File: src/rtl/reg_file_cmd_ctrl.sv
// rtl/reg_file_cmd_ctrl.sv - command sequencer between RX byte stream and register file
//
// Parses {WR_CMD, addr, data} write frames and {RD_CMD, addr} read frames from
// the RX byte stream. It drives the register file strobes and forwards read data
// to the TX side.
//
// Ports:
//   CLK, RST        clock (rising edge), asynchronous active-low reset
//   RX_P_DATA/VLD   received byte and its one-cycle valid strobe
//   RF_RdData/VLD   register file read data and its valid
//   TX_BUSY         TX side cannot accept a byte
//   RF_WrEn/RdEn    one-cycle register file write/read strobes
//   RF_Address      register file address (holds last latched value)
//   RF_WrData       register file write data (holds last latched value)
//   TX_P_DATA/VLD   byte for transmission and its one-cycle strobe
//   CMD_ERR         one-cycle pulse on unknown opcode or read timeout
module reg_file_cmd_ctrl #(
    parameter int              WIDTH      = 8,
    parameter int              ADDR       = 4,
    parameter logic [WIDTH-1:0] WR_CMD    = 8'hAA,
    parameter logic [WIDTH-1:0] RD_CMD    = 8'hBB,
    parameter int              RD_TIMEOUT = 4
) (
    input  logic             CLK,
    input  logic             RST,
    input  logic [WIDTH-1:0] RX_P_DATA,
    input  logic             RX_D_VLD,
    input  logic [WIDTH-1:0] RF_RdData,
    input  logic             RF_RdData_VLD,
    input  logic             TX_BUSY,
    output logic             RF_WrEn,
    output logic             RF_RdEn,
    output logic [ADDR-1:0]  RF_Address,
    output logic [WIDTH-1:0] RF_WrData,
    output logic [WIDTH-1:0] TX_P_DATA,
    output logic             TX_D_VLD,
    output logic             CMD_ERR
);

    localparam logic [2:0] IDLE    = 3'd0;
    localparam logic [2:0] WR_ADDR = 3'd1;
    localparam logic [2:0] WR_DATA = 3'd2;
    localparam logic [2:0] WR_EXEC = 3'd3;
    localparam logic [2:0] RD_ADDR = 3'd4;
    localparam logic [2:0] RD_EXEC = 3'd5;
    localparam logic [2:0] RD_WAIT = 3'd6;
    localparam logic [2:0] TX_SEND = 3'd7;

    localparam int              TMO_W    = $clog2(RD_TIMEOUT + 1);
    localparam logic [TMO_W-1:0] TMO_LAST = TMO_W'(RD_TIMEOUT - 1);

    logic [2:0]       state;
    logic [TMO_W-1:0] tmo_cnt;
    logic [WIDTH-1:0] rd_byte;

    // Strobes are raised on the same edge that moves into the EXEC/pulse state,
    // so every output is a flop and the pulse lands one cycle after the
    // triggering input is sampled.
    always_ff @(posedge CLK or negedge RST) begin
        if (!RST) begin
            state      <= IDLE;
            tmo_cnt    <= '0;
            rd_byte    <= '0;
            RF_WrEn    <= 1'b0;
            RF_RdEn    <= 1'b0;
            RF_Address <= '0;
            RF_WrData  <= '0;
            TX_P_DATA  <= '0;
            TX_D_VLD   <= 1'b0;
            CMD_ERR    <= 1'b0;
        end else begin
            RF_WrEn  <= 1'b0;
            RF_RdEn  <= 1'b0;
            TX_D_VLD <= 1'b0;
            CMD_ERR  <= 1'b0;
            case (state)
                IDLE: begin
                    if (RX_D_VLD) begin
                        if (RX_P_DATA == WR_CMD) begin
                            state <= WR_ADDR;
                        end else if (RX_P_DATA == RD_CMD) begin
                            state <= RD_ADDR;
                        end else begin
                            CMD_ERR <= 1'b1;
                        end
                    end
                end
                WR_ADDR: begin
                    if (RX_D_VLD) begin
                        RF_Address <= RX_P_DATA[ADDR-1:0];
                        state      <= WR_DATA;
                    end
                end
                WR_DATA: begin
                    if (RX_D_VLD) begin
                        RF_WrData <= RX_P_DATA;
                        RF_WrEn   <= 1'b1;
                        state     <= WR_EXEC;
                    end
                end
                WR_EXEC: begin
                    state <= IDLE;
                end
                RD_ADDR: begin
                    if (RX_D_VLD) begin
                        RF_Address <= RX_P_DATA[ADDR-1:0];
                        RF_RdEn    <= 1'b1;
                        state      <= RD_EXEC;
                    end
                end
                RD_EXEC: begin
                    tmo_cnt <= '0;
                    state   <= RD_WAIT;
                end
                RD_WAIT: begin
                    if (RF_RdData_VLD) begin
                        rd_byte <= RF_RdData;
                        // With TX free the byte goes out straight away so a
                        // read costs three cycles after its address byte.
                        if (!TX_BUSY) begin
                            TX_P_DATA <= RF_RdData;
                            TX_D_VLD  <= 1'b1;
                            state     <= IDLE;
                        end else begin
                            state <= TX_SEND;
                        end
                    end else if (tmo_cnt == TMO_LAST) begin
                        CMD_ERR <= 1'b1;
                        state   <= IDLE;
                    end else begin
                        tmo_cnt <= tmo_cnt + TMO_W'(1);
                    end
                end
                TX_SEND: begin
                    if (!TX_BUSY) begin
                        TX_P_DATA <= rd_byte;
                        TX_D_VLD  <= 1'b1;
                        state     <= IDLE;
                    end
                end
                default: state <= IDLE;
            endcase
        end
    end

endmodule

File: config.mk
export PLATFORM = sky130hd
export DESIGN_NAME = reg_file_cmd_ctrl
export DESIGN_NICKNAME = d
export VERILOG_FILES = /design/src/rtl/reg_file_cmd_ctrl.sv
export SDC_FILE = /design/constraint.sdc
export NUM_CORES = 1
export LEC_CHECK = 0
export BUFFER_PORTS_ARGS = -buffer_cell sky130_fd_sc_hd__buf_2
export CORE_MARGIN = 2
export CORE_UTILIZATION = 52
export CTS_CLUSTER_DIAMETER = 150
export CTS_CLUSTER_SIZE = 24
export DETAILED_ROUTE_END_ITERATION = 8
export HOLD_SLACK_MARGIN = 0.03
export PLACE_DENSITY = 0.78
export RECOVER_POWER = 25
export SLEW_MARGIN = 15
export SYNTH_ARGS = -nofsm -noshare
export SYNTH_HDL_FRONTEND = slang
export SYNTH_SLANG_ARGS = --single-unit
File: constraint.sdc
create_clock -name CLK -period 2.25 [get_ports CLK]
set_clock_uncertainty 0.1 [all_clocks]
set_input_delay 0.225 -clock CLK [delete_from_list [all_inputs] [get_ports CLK]]
set_output_delay 0.225 -clock CLK [all_outputs]
set_load 0.005 [all_outputs]
## Word level (Yosys, flattened, before mapping)

Cells that the tools add are included.
Widths: inputs -> output; s select.

- Word-level logic and storage cells: 72
- Register bits: 38
- Input bits: 21
- Output and inout port bits: 24

- $add $sub $neg: 1
- Mux-type cells: 30
- Reduce and logical (&&, ||, !) cells: 10
- Equal/unequal tests: 21

Operators with widths:

| kind | number |
|---|---|
| $mux 3 | 12 |
| $mux 8 | 3 |
| $pmux 3 s8 | 1 |
| $ne 2x2->1 const B | 9 |
| $eq 8x8->1 const B | 2 |
| $pmux 8 s2 | 1 |
| $eq 3x3->1 const B | 4 |
| $mux 1 | 10 |
| $eq 3x2->1 const B | 3 |
| $reduce_and 7->1 | 1 |
| $ne 3x3->1 const B | 2 |
| $pmux 3 s2 | 1 |
| $reduce_and 2->1 | 3 |
| $pmux 1 s2 | 2 |
| $reduce_and 4->1 | 1 |
| $reduce_bool 2->1 | 2 |
| $add 3x1->3 const B | 1 |
| $eq 3x1->1 const B | 1 |
| $logic_not 3->1 | 1 |
| $reduce_and 3->1 | 1 |
| $reduce_or 2->1 | 1 |

## Logic depth before layout (Yosys ltp)

Gate-level depths: netlist of run 1.

- Depth after elaboration: 5
- Gate-level depth with buffers: 5
- Mapped depth without buffers: 5

## Worst setup path after synthesis of run 1

No wires, ideal clock.

- Kind: reg2reg
- From: register tmo_cnt[0]
- To: register tmo_cnt[2]
- Slack: 525 ps
- Period minus slack after synthesis: 1725 ps
- Stages on the path, launching flop included: 6
- Data arrival time: 1558 ps
- Required time: 2084 ps
- Path buffers: 0
- Cell sequence: dfrtp_1 ha_1 ha_1 or4b_4 o21ai_2 a22o_1

- Cells in the longest elaborated chain, start to end: 4
- Elaborated cells between the ends (all ways): 7
- Classes of those cells: 1 x add/sub; 2 x eq/ne; 3 x mux; 1 x reduce/logical

RTL lines:

| element | RTL line | RTL |
|---|---|---|
| start: declaration | 53 | `logic [TMO_W-1:0] tmo_cnt;` |
| start signal: assignment | 131 | `tmo_cnt <= tmo_cnt + TMO_W'(1);` |
| $add 3x1->3 | 131 |  |
| $mux 3 | 127 | `end else if (tmo_cnt == TMO_LAST) begin` |
| $mux 3 | 116 | `if (RF_RdData_VLD) begin` |
| $pmux 3 s2 | 76 | `case (state)` |

Several ways; a longest one is shown, not always the timed one. The select of a mux whose other input is x is not followed.
A chain may end at the register's enable or synchronous reset.

## Worst setup path after layout of run 1

- From: register state[2]
- To: register TX_P_DATA[2]

- Cells in the longest elaborated chain, start to end: 3
- Elaborated cells between the ends (all ways): 8
- Classes of those cells: 5 x eq/ne; 1 x mux; 2 x reduce/logical

RTL lines:

| element | RTL line | RTL |
|---|---|---|
| start: declaration | 52 | `logic [2:0] state;` |
| start signal: assignment | 61 | `state <= IDLE;` |
| start signal: assignment | 80 | `state <= WR_ADDR;` |
| start signal: assignment | 82 | `state <= RD_ADDR;` |
| $eq 3x3->1 | 76 |  |
| $ne 2x2->1 (no source line) / $reduce_bool 2->1 (equally long branches) | -- |  |
| $reduce_and 4->1 (no source line) | -- |  |
| end signal: assignment | 121 | `TX_P_DATA <= RF_RdData;` |
| end signal: assignment | 136 | `TX_P_DATA <= rd_byte;` |
| end: declaration | 35 | `output logic [WIDTH-1:0] TX_P_DATA,` |

Several ways; a longest one is shown, not always the timed one.

==> results_dict.tcl, run 1 <==
set metrics [dict create \
    fp.dieW_um 62.7 \
    worstHoldPathCells 2 \
    synth_seq_cells 38 \
    ys_top_cells_by_count "38 x dfrtp_1, 36 x mux2_2, 5 x nand2_1" \
    max_cap_violations 0 \
    worst_path_dominant_cell_family "flip-flops" \
    yosys-mux-area-fraction 0.226 \
    dpl-instance-area_um2 2020 \
    clk_pin_slew_ns 0.10 \
    period_needed_ns 1.94 \
    power.share.switching 0.305 \
    worst-path-max-fanout 18 \
    crit_path_start_kind "flop" \
    setup_tns_ns 0 \
    drt-pass1-iter-count 4 \
    synth-xor-area-share 0.00976 \
    max_clock_freq_mhz 514 \
    slowest_stage "dfrtp_1" \
    setup_violators_final 0 \
    postSynth.topFlopCell "dfrtp_1" \
    portBuffers 44 \
    synth_seq_area_share 0.530 \
    power.share.sequential 0.533 \
    rsz_0062_raised_after_global_routing "false" \
    dr_total_vias 1266 \
    number_of_global_route_vias_before_repair 1252 \
    hpwlAfterDp_um 2380 \
    cts.htree.levels 2 \
    cp_cell_sequence "o211ai_1, nor2_2, mux2_2" \
    instance_count_of_the_mapped_netlist 132 \
    worst_setup_path_end_kind "flop" \
    synthSimpleGateAreaFrac 0.0941 \
    floorplan.initialDensity 0.538 \
    ctsLongestPathBuffers 2 \
    num_io_pins 45 \
    postRouteAntennaNets 0 \
    grt_use_total 0.186 \
    post-route-drc-count 0 \
    crit_type "reg -> reg" \
    gp_congestion 0.727 \
    outcome "completed" \
    grt-ovfl-total 0 \
    most_area_hungry_cell_type_in_the_yosys_netlist "dfrtp_1" \
    yosys.cell_types.count 37 \
    slew_at_the_pin_closest_to_its_max_slew_limit_ns 0.907 \
    antenna_found_initial 0 \
    cts_buffers 5 \
    syn_nets 155 \
    grt_start_max_net_pins 39 \
    initialDrtViolationCount 38 \
    global_route.usage.met2 0.306 \
    combinational_family_with_the_most_area_after_synthesis "multiplexers" \
    drt-total-wl_um 3390 \
    synthMostInstantiatedCell "dfrtp_1" \
    hold_path_class "in -> reg" \
    die_y_um 62.7 \
    finalNetCount 213 \
    p_per_area_nw_per_um2 840 \
    clk_root_buffer_cell "clkbuf_4" \
    clk-insertion-delay-late_ns 0.34 \
    synthesis.area_per_instance_um2 13.6 \
    synth_compound_area_frac 0.0879 \
    groute.layer.met3.usage 0.0631 \
    cp.arrival_ns 2.07 \
    postLayoutCoreUtil 0.660 \
    number_of_flops_mapped_to_enable_cells_by_yosys 0 \
    reg2reg_to "TX_P_DATA[2]" \
    timing.rr.start "state[2]" \
    synth_area_leaders "dfrtp_1 53%, mux2_2 23%, a22o_1 2.0%" \
    timing.critical_path.required_ns 2.38 \
    path_depth 3 \
    report.final.slew_viol_count 0 \
    reg2reg_slack_ns 0.31 \
    antenna_cells_inserted 0 \
    timing.critical_path.buf_inv 0 \
    cell_internal_pwr_mw 1.29 \
    power_share_of_the_combinational_group 0.293 \
    synthAdderAreaFrac 0.0139 \
    clock_power_share 0.174 \
    fp.dieArea_um2 3940 \
    report.final.hold_viol_count 0 \
    grt_first_pass_wirelength_um 5700 \
    layer_with_the_highest_usage "met2" \
    vias_per_cell 5.36 \
    leakage_power_of_the_design_nw 1.08 \
    routed_wire_length_per_instance_um 14.4 \
    cts_tree "built" \
    post_cts_setup_driven_buffer_insertion_count 0 \
    min_period_over_period 0.864 \
    grt_use_met1 0.226 \
    syn2layout_area_growth_pct 22.7 \
    syn_warnings 0 \
    synthesis.area_um2 1790 \
    row_count 21 \
    worst_slew_margin_rel 0.396 \
    hold-path-endpoint "RF_Address[1]" \
    cpPeakStageDelay_ns 0.72 \
    holdCritStartpoint "RX_P_DATA[1]" \
    ir_worst_vdd_uv 647 \
    design_area_um2 2200 \
    drive_gt1_frac 0.479 \
    cts_num_sinks 38 \
    synth_top_area_share 0.530 \
    p_switching_mw 0.564 \
    asyncSetResetFlopFracSynth 1.00 \
    depth_of_the_worst_register_to_register_path 3 \
    floorplan.core_area_um2 3340 \
]
==> per-layer routing <==
metal | share of wire | wire length, um | up-vias
li1 | - | - | 607
met3 | 0.050 | 170 | 6
met5 | 0 | 0 | -
met1 | 0.43 | 1470 | 619
met4 | 0.016 | 53 | 0
met2 | 0.50 | 1690 | 34
==> power by group through the flow <==
stage	Clock, mW	Sequential [mW]	Combinational, mW
finish	0.322	0.985	0.542
global route	0.370	1.01	0.599
CTS	0.334	0.986	0.549
detailed placement	0	0.998	0.530
global placement	0	0.983	0.513
floorplan	0	0.963	0.361
==> final cells by class <==
cell class | count | area (um2)
clock inverter | 2 | 10.0
tap | 46 | 57.6
sequential | 38 | 951
inverter | 2 | 7.51
multi-input combinational | 84 | 774
clock buffer | 5 | 37.5
timing repair buffer | 59 | 364
fill | 270 | 1130
==> worst max path at each step <==
stage                     startpoint            to  slack, ns
after floorplan           tmo_cnt[0]    tmo_cnt[2]       0.53
after global placement      state[2]  TX_P_DATA[7]       0.38
after detailed placement    state[2]  TX_P_DATA[2]       0.33
after CTS                   state[2]  TX_P_DATA[2]       0.30
after global routing        state[2]  TX_P_DATA[2]       0.19
final                       state[2]  TX_P_DATA[2]       0.31
==> through the flow <==
stage / hold WS (ns) / instances / worst slack [ns] / total power [mW]
2_1_floorplan: -0.171 / 132 / 0.525 / 1.32
3_3_place_gp: 0.262 / 215 / 0.381 / 1.50
3_5_place_dp: 0.267 / 215 / 0.328 / 1.53
4_1_cts: 0.0303 / 235 / 0.304 / 1.87
5_1_grt: 0.0306 / 236 / 0.191 / 1.98
6_report: 0.0466 / 236 / 0.306 / 1.85
==> placed cells by master (no fill, tap or decap), types with 2 or more instances in the layout <==
master / synthesis / final
clkinv_2: 0 / 2
a22o_1: 4 / 4
o21ai_2: 2 / 2
buf_2: 1 / 40
o21ai_0: 4 / 4
clkbuf_4: 0 / 5
nand4b_1: 3 / 3
inv_1: 2 / 2
clkbuf_1: 2 / 3
xor2_1: 2 / 2
dfrtp_1: 38 / 38
mux2_2: 36 / 36
ha_1: 2 / 2
nor2_1: 2 / 2
o311ai_0: 2 / 2
dlygate4sd3_1: 0 / 14
nand2_1: 5 / 5
o211ai_1: 2 / 2
==> worst register-to-register path: stages, from the launching register on <==
cell and delay (ns):
dfrtp_1 0.72, o211ai_1 0.20, nor2_2 0.42, mux2_2 0.40
==> repair_timing <==
| action | 4_1_cts | 5_1_grt |
|---|---|---|
| hold buffers | 13 | 1 |
| gates resized for setup | 0 | 0 |
| hold endpoints to repair | 50 | 1 |
==> kinds of logic after synthesis <==
family,count (synthesis)
multiplexers,36
adder cells (fa/ha/maj),2
XOR/XNOR,2
buffers and inverters,10
flip-flops,38
AND/OR/NAND/NOR,23
AO/OA/AOI/OAI,21
==> registers in the layout, indices dropped and copies added, names as in the netlist <==
signal,flops
CMD_ERR,1
RF_Address,4
RF_RdEn,1
RF_WrData,8
RF_WrEn,1
TX_D_VLD,1
TX_P_DATA,8
rd_byte,8
state,3
tmo_cnt,3
Power figures use the tool's default switching activity.
==> run 2, diff against run 1 <==
PLACE_DENSITY = 0.77   (was 0.78)
==> run 2 against run 1 <==
  * Worst hold slack gained 0.026 ns
  * Via count rose by 1.9%
  * Critical path depth increased by 2
  * Combinational power grew 1%
  * Non-clock buffer count grew 3
  * Highest routed layer unchanged
  * Sequential cell count unchanged
  * Worst setup slack better by 0.059 ns
  * Clock power increased by 17%
  * Power is 2.3% higher
  * Critical path type unchanged
  * Sequential power decreased by 2%
  * Cell count increased by 1.7%
  * Fmax up 3.1%
==> results_dict.tcl, run 2 (synthesis results as in run 1) <==
set metrics [dict create \
    syn2layout_area_growth_pct 24.3 \
    final.setup.worst_slack_ns 0.365 \
    drt-total-wl_um 3370 \
    grt_start_max_net_pins 39 \
    hold-path-endpoint "RF_Address[0]" \
    dpl-instance-area_um2 2030 \
    post-route-drc-count 0 \
    postRouteAntennaNets 0 \
    vias_per_cell 5.38 \
    cp_cell_sequence "ha_1, ha_1, or4b_4, o21ai_1, a22o_1" \
    max_cap_violations 0 \
    timing.critical_path.required_ns 2.45 \
    crit_type "reg -> reg" \
    hold_path_class "in -> reg" \
    reg2reg_to "tmo_cnt[1]" \
    worst-path-max-fanout 5 \
    crit_start "tmo_cnt[0]" \
    placement.setup.worst_slack_ns 0.385 \
    post_cts_setup_driven_buffer_insertion_count 0 \
    ctsLongestPathBuffers 2 \
    floorplan.initialDensity 0.538 \
    setup_tns_ns 0 \
    period_needed_ns 1.88 \
    num_io_pins 45 \
    layout.cells.most_common_list "38 x dfrtp_1, 36 x mux2_2, 34 x buf_2" \
    ir_worst_vdd_uv 519 \
    fp.dieArea_um2 3940 \
    leakage_power_of_the_design_nw 1.07 \
    worstHoldPathCells 2 \
    report.final.slew_viol_count 0 \
    report.final.hold_viol_count 0 \
    cts_tree "built" \
    min_period_over_period 0.838 \
    portBuffers 44 \
    cp_common_cell "ha_1" \
    die_y_um 62.7 \
    cpPeakStageDelay_ns 0.53 \
    number_of_global_route_vias_before_repair 1284 \
    grt_first_pass_wirelength_um 5970 \
    floorplan.core_area_um2 3340 \
    clk-insertion-delay-late_ns 0.35 \
    depth_of_the_worst_register_to_register_path 5 \
    clk_root_buffer_cell "clkbuf_4" \
    row_count 21 \
    cts.hold.buffers_added 15 \
    drive_gt1_frac 0.443 \
    cts.htree.levels 2 \
    cts_buffers 5 \
    antenna_cells_inserted 0 \
    outcome "completed" \
    design_area_um2 2230 \
    registers_with_the_most_flip_flops "RF_WrData x8, TX_P_DATA x8, rd_byte x8" \
    worst_setup_path_end_kind "flop" \
    routed_wire_length_per_instance_um 14.0 \
    cts_repair_resize_count 0 \
    dr_total_vias 1290 \
    cts_num_sinks 38 \
    worst_slew_margin_rel 0.456 \
    max_clock_freq_mhz 531 \
    slowest_stage "or4b_4" \
    p_per_area_nw_per_um2 849 \
    timing.rr.start "tmo_cnt[0]" \
    setup_violators_final 0 \
    final_common_cell "dfrtp_1" \
    slew_at_the_pin_closest_to_its_max_slew_limit_ns 0.816 \
    holdCritStartpoint "RX_P_DATA[0]" \
    cp.arrival_ns 2.09 \
    finalNetCount 216 \
    initialDrtViolationCount 36 \
    drt-pass1-iter-count 5 \
    grt_use_total 0.198 \
    hpwlAfterDp_um 2320 \
    clk_pin_slew_ns 0.12 \
    reg2reg_slack_ns 0.37 \
    crit_path_start_kind "flop" \
    grt-ovfl-total 0 \
    gp_congestion 0.763 \
    rsz_0062_raised_after_global_routing "false" \
    fp.dieW_um 62.7 \
    antenna_found_initial 0 \
]
[run 2: per-stage QoR]
| step | cells | power [mW] | hold slack [ns] | util |
|---|---|---|---|---|
| global route | 240 | 2.02 | 0.0571 | 0.669 |
| finish | 240 | 1.89 | 0.0730 | 0.669 |
| global placement | 217 | 1.51 | 0.259 | 0.609 |
| floorplan | 132 | 1.32 | -0.171 | - |
| detailed placement | 217 | 1.53 | 0.259 | 0.609 |
| CTS | 240 | 1.93 | 0.0620 | 0.673 |
[run 2: per-layer routing]
| layer | vias up | share of wire | global-route usage |
|---|---|---|---|
| li1 | 612 | - | - |
| met1 | 628 | 0.42 | 0.234 |
| met2 | 44 | 0.50 | 0.341 |
| met3 | 6 | 0.063 | 0.0613 |
| met4 | 0 | 0.014 | 0.0667 |
| met5 | - | 0 | 0 |
[run 2: cell type report]
class	instances	area, um2
fillers	263	1110
well taps	46	57.6
flip-flops and latches	38	951
multi-input cells	84	774
clock inverters	2	12.5
inverters	2	7.51
clock buffers	6	51.3
repair buffers	62	377
[run 2: worst max path at each step]
stage                    end  slack, ns  depth (start not counted)
2_1_floorplan     tmo_cnt[2]       0.53                          5
3_3_place_gp      tmo_cnt[1]       0.50                          5
3_5_place_dp      tmo_cnt[1]       0.38                          5
4_1_cts           tmo_cnt[1]       0.38                          5
5_1_grt        RF_Address[2]       0.23                          4
6_report          tmo_cnt[1]       0.37                          5
[run 2: critical path, delay by kind of cell (launching register included)]
family | cells | cell delay (ns)
AOI/OAI and AO/OA | 2 | 0.28
DFF | 1 | 0.44
and+or+nand+nor | 1 | 0.53
adders and majority gates | 2 | 0.47
[run 2: report_power, final]
part / total, mW / internal (mW) / switching, mW
clock: 0.378 / 0.150 / 0.228
combinational: 0.549 / 0.306 / 0.243
sequential: 0.965 / 0.857 / 0.108
==> run 3, diff against run 2 <==
clock period = 1.95 ns   (was 2.25 ns; I/O delays follow)
==> run 3 against run 2 <==
  * Worst hold slack lost 0.0040 ns
  * Design area grew 1.7%
  * Die area is the same
  * Power grew 22%
  * Critical path depth is the same
  * Clock power grew 44%
  * Highest routed layer unchanged
  * Wire length grew 12%
  * Combinational power grew 19%
  * Global-route usage grew 1.8 points
  * Sequential cell count is the same
  * Register-to-register slack lost 0.29 ns
  * Fmax grew 0.54%
==> results_dict.tcl, run 3 (synthesis results as in run 1) <==
set metrics [dict create \
    outcome "completed" \
    routed_wire_length_per_instance_um 15.6 \
    worst_slew_margin_rel 0.449 \
    min_period_over_period 0.961 \
    slowest_stage "or4b_4" \
    clk_root_buffer_cell "clkbuf_4" \
    max_clock_freq_mhz 533 \
    ir_worst_vdd_uv 701 \
    cts_repair_resize_count 0 \
    setup_tns_ns 0 \
    hpwlAfterDp_um 2430 \
    cts_num_sinks 38 \
    final_common_cell "dfrtp_1" \
    drt-total-wl_um 3760 \
    gp_congestion 0.755 \
    report.final.hold_viol_count 0 \
    postRouteAntennaNets 0 \
    cts_buffers 5 \
    setup_violators_final 0 \
    slew_at_the_pin_closest_to_its_max_slew_limit_ns 0.826 \
    initialDrtViolationCount 41 \
    seq_area_um2 951 \
    nFillCells 277 \
    cts_tree "built" \
    ctsLongestPathBuffers 2 \
    die_y_um 62.7 \
    timing.critical_path.required_ns 2.13 \
    hold_path_class "in -> reg" \
    layout.cells.most_common_list "38 x dfrtp_1, 36 x mux2_2, 33 x buf_2" \
    antenna_found_initial 0 \
    period_needed_ns 1.87 \
    power.share.switching 0.289 \
    fp.dieW_um 62.7 \
    post_cts_setup_driven_buffer_insertion_count 0 \
    max_cap_violations 0 \
    cts.hold.buffers_added 16 \
    worst_setup_path_end_kind "flop" \
    cp_cell_sequence "ha_1, ha_1, or4b_4, o21ai_1, a22o_1" \
    fp.dieArea_um2 3940 \
    worst-path-max-fanout 5 \
    clk_pin_slew_ns 0.10 \
    grt_start_max_net_pins 39 \
    clock_power_share 0.235 \
    grt_use_total 0.215 \
    p_per_area_nw_per_um2 1020 \
    post-route-drc-count 0 \
    leakage_power_of_the_design_nw 1.09 \
    drive_gt1_frac 0.441 \
    power_share_of_the_combinational_group 0.282 \
    report.final.slew_viol_count 0 \
    syn2layout_area_growth_pct 26.4 \
    grt-ovfl-total 0 \
    drt-pass1-iter-count 4 \
    floorplan.initialDensity 0.538 \
    power.share.sequential 0.484 \
    antenna_cells_inserted 0 \
    vias_per_cell 5.44 \
    cts.htree.levels 2 \
    row_count 21 \
    postLayoutCoreUtil 0.680 \
    p_switching_mw 0.670 \
    cpPeakStageDelay_ns 0.52 \
    finalNetCount 218 \
    registers_with_the_most_flip_flops "RF_WrData x8, TX_P_DATA x8, rd_byte x8" \
    cell_internal_pwr_mw 1.65 \
    rsz_0062_raised_after_global_routing "false" \
    portBuffers 44 \
    floorplan.core_area_um2 3340 \
    crit_path_start_kind "flop" \
    dr_total_vias 1311 \
    multiInputGateArea_um2 774 \
    clk-insertion-delay-late_ns 0.34 \
    num_io_pins 45 \
    number_of_global_route_vias_before_repair 1349 \
    grt_first_pass_wirelength_um 6410 \
    cp.arrival_ns 2.06 \
    crit_type "reg -> reg" \
    cp_common_cell "ha_1" \
]
==> run 3: power groups by stage <==
stage,registers [mW],logic [mW],clock network [mW]
after floorplan,1.11,0.416,0
after global placement,1.11,0.629,0
after detailed placement,1.13,0.646,0
after CTS,1.12,0.672,0.562
after global routing,1.15,0.723,0.604
final,1.12,0.653,0.544
==> run 3: path summary, 6_finish.rpt <==
check | startpoint | to | slack (ns) | cells after the start
worst max-delay path | tmo_cnt[0] | tmo_cnt[1] | 0.08 | 5
worst min-delay path | RX_D_VLD | RF_RdEn | 0.07 | 2
worst max register to register | tmo_cnt[0] | tmo_cnt[1] | 0.08 | 5
worst min register to register | TX_P_DATA[7] | TX_P_DATA[7] | 0.41 | 1
max in group asynchronous | RST | state[1] | 0.83 | 2
min in group asynchronous | RST | tmo_cnt[2] | 0.39 | 2
==> run 3: final cells by class <==
type / count / share of cell area
clock buffer: 6 / 0.0226
clock inverter: 1 / 0.0132
inverter: 2 / 0.00331
multi-input combinational: 84 / 0.341
sequential: 38 / 0.419
tap: 46 / 0.0254
timing repair buffer: 64 / 0.175
==> run 3: through the flow <==
stage	hold WS [ns]	power, mW	std cells	instance area, um2	setup WS [ns]
after detailed placement	0.241	1.78	218	2040	0.109
after global placement	0.232	1.74	218	2040	0.192
after floorplan	-0.201	1.53	132	1790	0.225
final	0.0690	2.32	241	2270	0.0753
after CTS	0.0502	2.35	241	2280	0.0874
after global routing	0.0508	2.48	241	2270	0.0000193
==> run 3: critical path, delay by kind of cell (launching register included) <==
family          cells  cell delay (ns)
fa+ha+maj           2             0.48
flops               1             0.44
compound gates      2             0.27
simple gates        1             0.52
==> run 3: layer usage <==
metal / GRT usage / share of wire
met3: 0.0613 / 0.060
met1: 0.248 / 0.40
met5: 0 / 0
met4: 0.0861 / 0.016
met2: 0.378 / 0.53
